[src/rtl/aes_cipher_iter_pkg.sv]
// Shared AES-128 definitions: size defaults, FSM encoding, S-box, GF(2^8) doubling and
// byte-index helpers for the 128-bit column-major state.
package aes_cipher_iter_pkg;

   localparam int unsigned NbDef = 4;
   localparam int unsigned NkDef = 4;
   localparam int unsigned NrDef = 10;

   typedef enum logic {StIdle, StRun} fsm_e;

   // Forward S-box, entry 0 in the top byte.
   localparam logic [2047:0] SboxTable = {
      128'h637c777bf26b6fc53001672bfed7ab76,
      128'hca82c97dfa5947f0add4a2af9ca472c0,
      128'hb7fd9326363ff7cc34a5e5f171d83115,
      128'h04c723c31896059a071280e2eb27b275,
      128'h09832c1a1b6e5aa0523bd6b329e32f84,
      128'h53d100ed20fcb15b6acbbe394a4c58cf,
      128'hd0efaafb434d338545f9027f503c9fa8,
      128'h51a3408f929d38f5bcb6da2110fff3d2,
      128'hcd0c13ec5f974417c4a77e3d645d1973,
      128'h60814fdc222a908846eeb814de5e0bdb,
      128'he0323a0a4906245cc2d3ac629195e479,
      128'he7c8376d8dd54ea96c56f4ea657aae08,
      128'hba78252e1ca6b4c6e8dd741f4bbd8b8a,
      128'h703eb5664803f60e613557b986c11d9e,
      128'he1f8981169d98e949b1e87e9ce5528df,
      128'h8ca1890dbfe6426841992d0fb054bb16
   };

   function automatic logic [7:0] sbox(input logic [7:0] b);
      return SboxTable[11'd2047 - {b, 3'b000} -: 8];
   endfunction

   // Multiply by x in GF(2^8) modulo x^8 + x^4 + x^3 + x + 1.
   function automatic logic [7:0] xtime(input logic [7:0] b);
      return {b[6:0], 1'b0} ^ (b[7] ? 8'h1b : 8'h00);
   endfunction

   // MSB position of state byte i; byte 0 sits in bits [127:120].
   function automatic int unsigned byte_msb(input int unsigned i);
      return 127 - 8 * i;
   endfunction

   // ShiftRows source: byte (row r, col c) takes the byte at (r, (c + r) mod 4).
   function automatic int unsigned shift_src(input int unsigned i);
      return (i % 4) + 4 * (((i / 4) + (i % 4)) % 4);
   endfunction

endpackage

[src/rtl/aes_round.sv]
// One combinational AES round: SubBytes, ShiftRows, optional MixColumns, AddRoundKey.
module aes_round
   import aes_cipher_iter_pkg::*;
(
   input  logic [127:0] state_in,
   input  logic [127:0] round_key,
   input  logic         last,
   output logic [127:0] state_out
);

   logic [7:0] sb [16];
   logic [7:0] sr [16];
   logic [7:0] mc [16];

   for (genvar i = 0; i < 16; i++) begin : g_sub_shift
      assign sb[i] = sbox(state_in[byte_msb(i) -: 8]);
      assign sr[i] = sb[shift_src(i)];
   end

   for (genvar c = 0; c < 4; c++) begin : g_mix
      logic [7:0] a0, a1, a2, a3;
      assign a0 = sr[4*c];
      assign a1 = sr[4*c+1];
      assign a2 = sr[4*c+2];
      assign a3 = sr[4*c+3];
      assign mc[4*c]   = xtime(a0) ^ xtime(a1) ^ a1 ^ a2 ^ a3;
      assign mc[4*c+1] = a0 ^ xtime(a1) ^ xtime(a2) ^ a2 ^ a3;
      assign mc[4*c+2] = a0 ^ a1 ^ xtime(a2) ^ xtime(a3) ^ a3;
      assign mc[4*c+3] = xtime(a0) ^ a0 ^ a1 ^ a2 ^ xtime(a3);
   end

   // The final round has no MixColumns.
   for (genvar i = 0; i < 16; i++) begin : g_ark
      assign state_out[byte_msb(i) -: 8] = (last ? sr[i] : mc[i]) ^ round_key[byte_msb(i) -: 8];
   end

endmodule

[src/rtl/aes_cipher_iter.sv]
// Iterative AES-128 encryption: initial AddRoundKey on start, then one round per clock.
module aes_cipher_iter
   import aes_cipher_iter_pkg::*;
#(
   parameter int unsigned Nk = NkDef,
   parameter int unsigned Nr = NrDef,
   parameter int unsigned Nb = NbDef
) (
   input  logic                      clk,
   input  logic                      rst_n,
   input  logic                      start,
   input  logic [127:0]              plain_in,
   input  logic [0:(Nr+1)*Nb*32-1]   key_sched,
   output logic                      ready,
   output logic                      done,
   output logic [127:0]              cipher_out
);

   if (Nk != 4 || Nr != 10 || Nb != 4) begin : g_bad_cfg
      $error("aes_cipher_iter supports only AES-128 (Nk=4, Nr=10, Nb=4)");
   end

   fsm_e         fsm_q;
   logic [127:0] state_q;
   logic [3:0]   rnd_q;
   logic [127:0] round_key;
   logic [127:0] round_out;
   logic         last_round;
   logic [127:0] keys [Nr+1];

   // Round r of the schedule starts at bit r*128, which is the MSB of its byte 0.
   for (genvar r = 0; r <= Nr; r++) begin : g_keys
      assign keys[r] = key_sched[r*Nb*32 +: Nb*32];
   end

   assign round_key  = keys[rnd_q];
   assign last_round = (rnd_q == 4'(Nr));

   aes_round u_round (
      .state_in  (state_q),
      .round_key (round_key),
      .last      (last_round),
      .state_out (round_out)
   );

   // FSM, round counter, state and registered outputs.
   always_ff @(posedge clk) begin
      if (!rst_n) begin
         fsm_q      <= StIdle;
         state_q    <= '0;
         rnd_q      <= '0;
         cipher_out <= '0;
         done       <= 1'b0;
         ready      <= 1'b1;
      end else begin
         done <= 1'b0;
         unique case (fsm_q)
            StIdle: begin
               if (start) begin
                  state_q <= plain_in ^ keys[0];
                  rnd_q   <= 4'd1;
                  ready   <= 1'b0;
                  fsm_q   <= StRun;
               end
            end
            StRun: begin
               state_q <= round_out;
               rnd_q   <= rnd_q + 4'd1;
               if (last_round) begin
                  cipher_out <= round_out;
                  done       <= 1'b1;
                  ready      <= 1'b1;
                  fsm_q      <= StIdle;
               end
            end
         endcase
      end
   end

endmodule
[config.mk]
export PLATFORM = sky130hd
export DESIGN_NAME = aes_cipher_iter
export DESIGN_NICKNAME = d
export VERILOG_FILES = /design/src/rtl/aes_cipher_iter_pkg.sv /design/src/rtl/aes_round.sv /design/src/rtl/aes_cipher_iter.sv
export SDC_FILE = /design/constraint.sdc
export NUM_CORES = 2
export LEC_CHECK = 0
export BUFFER_PORTS_ARGS = -buffer_cell sky130_fd_sc_hd__buf_2
export CORE_AREA = 2 2 658 660
export CTS_CLUSTER_SIZE = 40
export DETAILED_ROUTE_END_ITERATION = 6
export DIE_AREA = 0 0 660 662
export MAX_ROUTING_LAYER = met4
export PLACE_DENSITY = 0.41
export SLEW_MARGIN = 0
export SYNTH_ARGS = -nofsm -noshare
export SYNTH_HDL_FRONTEND = slang
export SYNTH_SLANG_ARGS = --single-unit
[constraint.sdc]
create_clock -name clk -period 8.4 [get_ports clk]
set_clock_uncertainty 0.1 [all_clocks]
set_input_delay 1.26 -clock clk [delete_from_list [all_inputs] [get_ports clk]]
set_output_delay 1.26 -clock clk [all_outputs]
set_load 0.05 [all_outputs]
; ---- After elaboration in Yosys (flattened, before gate mapping)
; Cells that the tools add are included.
[classes]
n_reduce_logical = 3
n_eq_ne = 3
addsub = 17
magnitude_cmp = 1
n_bitwise = 99
n_shift = 16
n_mux = 46
[op_table]
columns = operator, count
row1 = 2055-bit by 12-bit indexed part select with 8-bit output (first input constant), 16
row2 = 8-bit bitwise XOR, 96
row3 = 128-bit binary-select mux with 4-bit select, 1
row4 = 128-bit 2-to-1 mux, 3
row5 = 128-bit case mux with 2 select lines, 1
row6 = 11-bit subtractor (first input constant), 16
row7 = 8-bit 2-to-1 mux, 16
row8 = 128-bit bitwise XOR, 1
row9 = 5-bit 2-to-1 mux, 16
row10 = 4-bit case mux with 2 select lines, 1
row11 = 2-bit AND reduction, 3
row12 = 5-bit greater-or-equal comparator (second input constant), 1
row13 = 1-bit 2-to-1 mux, 5
row14 = 4-bit NOT with 5-bit output, 1
row15 = 4-bit by 1-bit adder with 4-bit output (second input constant), 1
row16 = 4-bit == test (second input constant), 1
row17 = 4-bit 2-to-1 mux, 1
row18 = 1-bit case mux with 2 select lines, 2
row19 = 2-bit by 1-bit != test with 1-bit output (second input constant), 1
row20 = 2-bit != test (second input constant), 1
row21 = 1-bit NOT, 1
[totals]
output_inout_bits = 130
inputBits = 1539
ff_bits = 263
wordCells = 191

; ---- Logic depth before layout (Yosys ltp)
[logic_depth]
ltp_word = 11
depth_mapped = 18
mapped_depth_nobuf = 15

; ---- By module
; Synthesis repeated with hierarchy kept, for this count alone.
[unflattened]
hier_cells = 11740
area_unflattened_um2 = 80921.4
[modules_own_cells]
columns = module, seq_area_each_um2, instances, area_per_inst_um2, cells_each
row1 = aes_round, 0.0, 1, 58701.3, 9253
row2 = aes_cipher_iter, 5265.0, 1, 22220.1, 2487

; ---- Worst setup path before layout
; Ideal clock, no wire load.
[synth_timing]
kind = flip-flop to flip-flop
start = register state_q[1]
end = register state_q[127]
path_stages_with_launch = 18
slack_ns = 3.956
setup_ns = 0.134
arrival_ns = 4.211
period_less_slack_ns = 4.444
path_buffers = 4
required_ns = 8.166
cell_sequence = dfxtp_1 > clkbuf_1 > clkbuf_1 > buf_1 > inv_1 > ha_1 > nor2_1 > nor2_1 > mux4_2 > nor2b_1 > a311o_1 > a31o_2 > buf_4 > xor2_4 > xnor3_1 > a21oi_1 > xor2_1 > o22ai_1
[synth_via]
elab_chain_cells = 6
[synth_lines]
columns = item, line_no
row1 = start: declaration, aes_cipher_iter.sv:24  ; logic [127:0] state_q;
row2 = start signal: assignment, aes_cipher_iter.sv:60  ; state_q <= plain_in ^ keys[0];
row3 = start signal: assignment, aes_cipher_iter.sv:67  ; state_q <= round_out;
row4 = 11-bit subtractor, aes_cipher_iter_pkg.sv:32  ; return SboxTable[11'd2047 - {b, 3'b000} -: 8];
row5 = 2055-bit by 12-bit indexed part select with 8-bit output, aes_cipher_iter_pkg.sv:32
row6 = 8-bit bitwise XOR, aes_round.sv:26  ; assign mc[4*c] = xtime(a0) ^ xtime(a1) ^ a1 ^ a2 ^ a3;
row7 = 8-bit 2-to-1 mux, aes_round.sv:34  ; assign state_out[byte_msb(i) -: 8] = (last ? sr[i] : mc[i]) ^ round_key[byte_msb(i) -: 8];
row8 = 8-bit bitwise XOR, aes_round.sv:34
row9 = 128-bit case mux with 2 select lines, aes_cipher_iter.sv:57  ; unique case (fsm_q)
; No other way between the ends.
; A chain may end at the register's enable or synchronous reset.

; ---- Worst setup path after layout
[layout_timing]
start = register state_q[88]
end = register state_q[65]
[layout_via]
elab_chain_cells = 11
[layout_lines]
columns = item, line_no
row1 = 11-bit subtractor *, aes_cipher_iter_pkg.sv:32
row2 = 2055-bit by 12-bit indexed part select with 8-bit output *, aes_cipher_iter_pkg.sv:32
row3 = 5-bit 2-to-1 mux, aes_cipher_iter_pkg.sv:37  ; return {b[6:0], 1'b0} ^ (b[7] ? 8'h1b : 8'h00);
row4 = 8-bit bitwise XOR, aes_cipher_iter_pkg.sv:37
row5 = 8-bit bitwise XOR * (4 in a row), aes_round.sv:29  ; assign mc[4*c+3] = xtime(a0) ^ a0 ^ a1 ^ a2 ^ xtime(a3);
row6 = 8-bit 2-to-1 mux *, aes_round.sv:34
row7 = 8-bit bitwise XOR *, aes_round.sv:34
row8 = 128-bit case mux with 2 select lines *, aes_cipher_iter.sv:57
; Mark *: on every way between the ends. The rest lies on a longest branch, timed or not.

==> flow_summary.ini <==
[outcome]
status = finished, final reports clean

[sta]
period_share = 0.700
rsz0062_at_grt = no
worstMarginPinSlew_ns = 1.34
drv_slew = 0
whs_ns = 0.354
setup_viol = 0
max_freq_mhz = 170
tns_ns = 0
fin_ws_ns = 2.52
final_hold_viol_count = 0
max_slew_margin = 0.0992
timing.final.crit_period_ns = 5.88

[logic_synthesis]
yosysMostFrequentCell = o21ai_0
avgSynthCellArea_um2 = 6.93
netlist_area_um2 = 84400
yosysTopAreaCell = mux4_2
synth-compound-area-share = 0.355
ys_types = 124
synth_nets = 14000
async_flop_share = 0
synth-simple-area-share = 0.228
muxShareOfSynthArea = 0.139
synth_top_family_by_area = compound AO/OA/AOI/OAI gates
synth-edff-count = 0
synth_xor_area_frac = 0.0924
synthAdderAreaFrac = 0.0372
synth_top_area_share = 0.111
synth_top_flop_cell = dfxtp_1
ys_seq_area_frac = 0.0624
synthTopCellsByCount = o21ai_0, nand2_1, a21oi_1
syn_inst = 12200
ys_seq_elements = 263
synth.area.top_cells = mux4_2, o21ai_0, dfxtp_1, xnor2_1, a21oi_1
ys.warnings.count = 0

[drt]
finalWirelength_mm = 801
dr.pass1.iters = 7
drt_iter0_drc = 20300
routedWlPerCell_um = 41.8
via_count = 114000
vias_per_cell = 5.96
final_antenna_net_count = 0
drcViolationCount = 0

[critical_path]
crit_slowest_cell = a2111oi_0
worst_path_most_repeated_cell = xnor2_1
startpoint_type = flip-flop
crit_path_end_kind = flip-flop
cp_cell_sequence = buf_4 -> inv_1 -> buf_4 -> ha_1 -> nor2b_1 -> nor3_1 -> a2111oi_0 -> a311o_1 -> a21oi_1 -> nor4_2 -> xnor2_1 -> xnor2_1 -> xnor2_1 -> o221ai_1
worstPathMaxFanout = 33
path_class = flip-flop to flip-flop
crit_required_ns = 8.72
cp.arrival_ns = 6.20
cpPeakStageDelay_ns = 0.99

[placed_design]
place_hpwl_mm = 645
place.gp.congestion = 1.08
port_buffers = 1668
placed_area_um2 = 96700
place_ws_ns = 2.78

[pwr]
peakVddDrop_mv = 0.381
power_density_nw_per_um2 = 516
p_leak_uw = 0.0344

[clock_tree]
cts_max_level = 2
clockRootBuffer = clkbuf_16
clock_latency_ns = 0.76
clk_pin_slew_ns = 0.07
cts_inserted_buffers = 47
hold_buffers = 0
cts_setup_buffers = 0
clock-sinks = 263
cts-resized-gates = 0
cts_buffer_depth = 3
cts_tree = done

[floorplan]
dieArea_um2 = 437000
num_rows = 241
die_h_um = 662
initial_utilization = 0.196
die_width_um = 660
fp.coreArea_um2 = 430000
io_pins = 1669

[finish]
syn_to_final_growth_pct = 18.3
final_nets = 14600
drive_above_1_share = 0.224
stdcell_area_um2 = 99800

[worst_hold_path]
holdCritPathClass = flip-flop to flip-flop

[grt]
grt_max_degree = 120
grt_pass1_vias = 102000
antenna_found_initial = 361
grtUsageTotal = 0.357
use_met3 = 0.126
grt_util_met2 = 0.506
use_met1 = 0.435
gr-total-overflow = 0
busiest_layer = met2
grt_pass1_wl_mm = 1030

[run]
cap_viol_max_count = 0
==> cell type report <==
type | instances | area [um^2]
Fill cell | 48900 | 330000
Multi-Input combinational cell | 10300 | 72000
Timing Repair Buffer | 2058 | 11500
Tap cell | 5710 | 7140
Sequential cell | 263 | 5410
Antenna cell | 560 | 1400
Clock buffer | 60 | 1330
Inverter | 170 | 651
Clock inverter | 28 | 375
==> cell usage in the layout, fill, tap and decap left out, types with 124 or more instances in the layout <==
cell type  instances
xor2_1           224
a211oi_1         303
o211ai_1         350
nor3_1           400
mux2i_1          208
nor2b_1          311
nand2b_1         329
a311oi_1         139
dfxtp_1          196
nor2_1          1006
inv_1            124
diode_2          560
mux4_2           415
xnor2_1          576
a31oi_1          232
o311ai_0         151
nand3_1          301
ha_1             246
buf_2           1666
a21oi_1         1015
o21ai_0         1146
nand2_1         1135
buf_4            373
==> sequential cells by signal, indices dropped and copies added (netlist names) <==
register    count
cipher_out    128
done            1
fsm_q           1
ready           1
rnd_q           4
state_q       128
==> where the power goes <==
| group | total, uW | internal, uW | switching (uW) |
|---|---|---|---|
| combinational | 46800 | 16400 | 30400 |
| sequential | 2380 | 1560 | 824 |
| clock | 2340 | 1340 | 994 |
==> path summary, 6_finish.rpt <==
| kind | start | end | slack, ns | depth (start not counted) |
|---|---|---|---|---|
| worst max-delay path | state_q[88] | state_q[65] | 2.52 | 14 |
| worst min-delay path | cipher_out[56] | cipher_out[56] | 0.35 | 2 |
| worst max register to register | state_q[88] | state_q[65] | 2.52 | 14 |
| worst min register to register | cipher_out[56] | cipher_out[56] | 0.35 | 2 |
==> layer usage <==
| metal | part of all wire | up-vias |
|---|---|---|
| li1 | - | 47700 |
| met1 | 0.39 | 56400 |
| met2 | 0.41 | 8653 |
| met3 | 0.13 | 1455 |
| met4 | 0.070 | 0 |
| met5 | 0 | - |
==> kinds of logic after synthesis <==
family / count (synthesis)
buffers and inverters: 1601
adders and majority gates: 252
xor gates and xnor gates: 843
muxes: 652
AOI/OAI and AO/OA: 4542
DFF: 263
and+or+nand+nor: 4031
==> critical path: cells and delay by family, from the launching register on <==
family | cells | cell delay, ns
compound gates | 4 | 1.72
simple gates | 3 | 1.29
xor+xnor | 3 | 0.97
buf+inv | 3 | 0.65
fa+ha+maj | 1 | 0.47
flops | 1 | 0.30
==> through the flow <==
step	instances	util	power, uW
after detailed placement	18500	0.225	47300
after CTS	18600	0.229	49800
after floorplan	12200	-	32300
after global routing	19100	0.232	53300
after global placement	18500	0.225	48000
final	19200	0.232	51500
(Power assumes the default switching activity.)
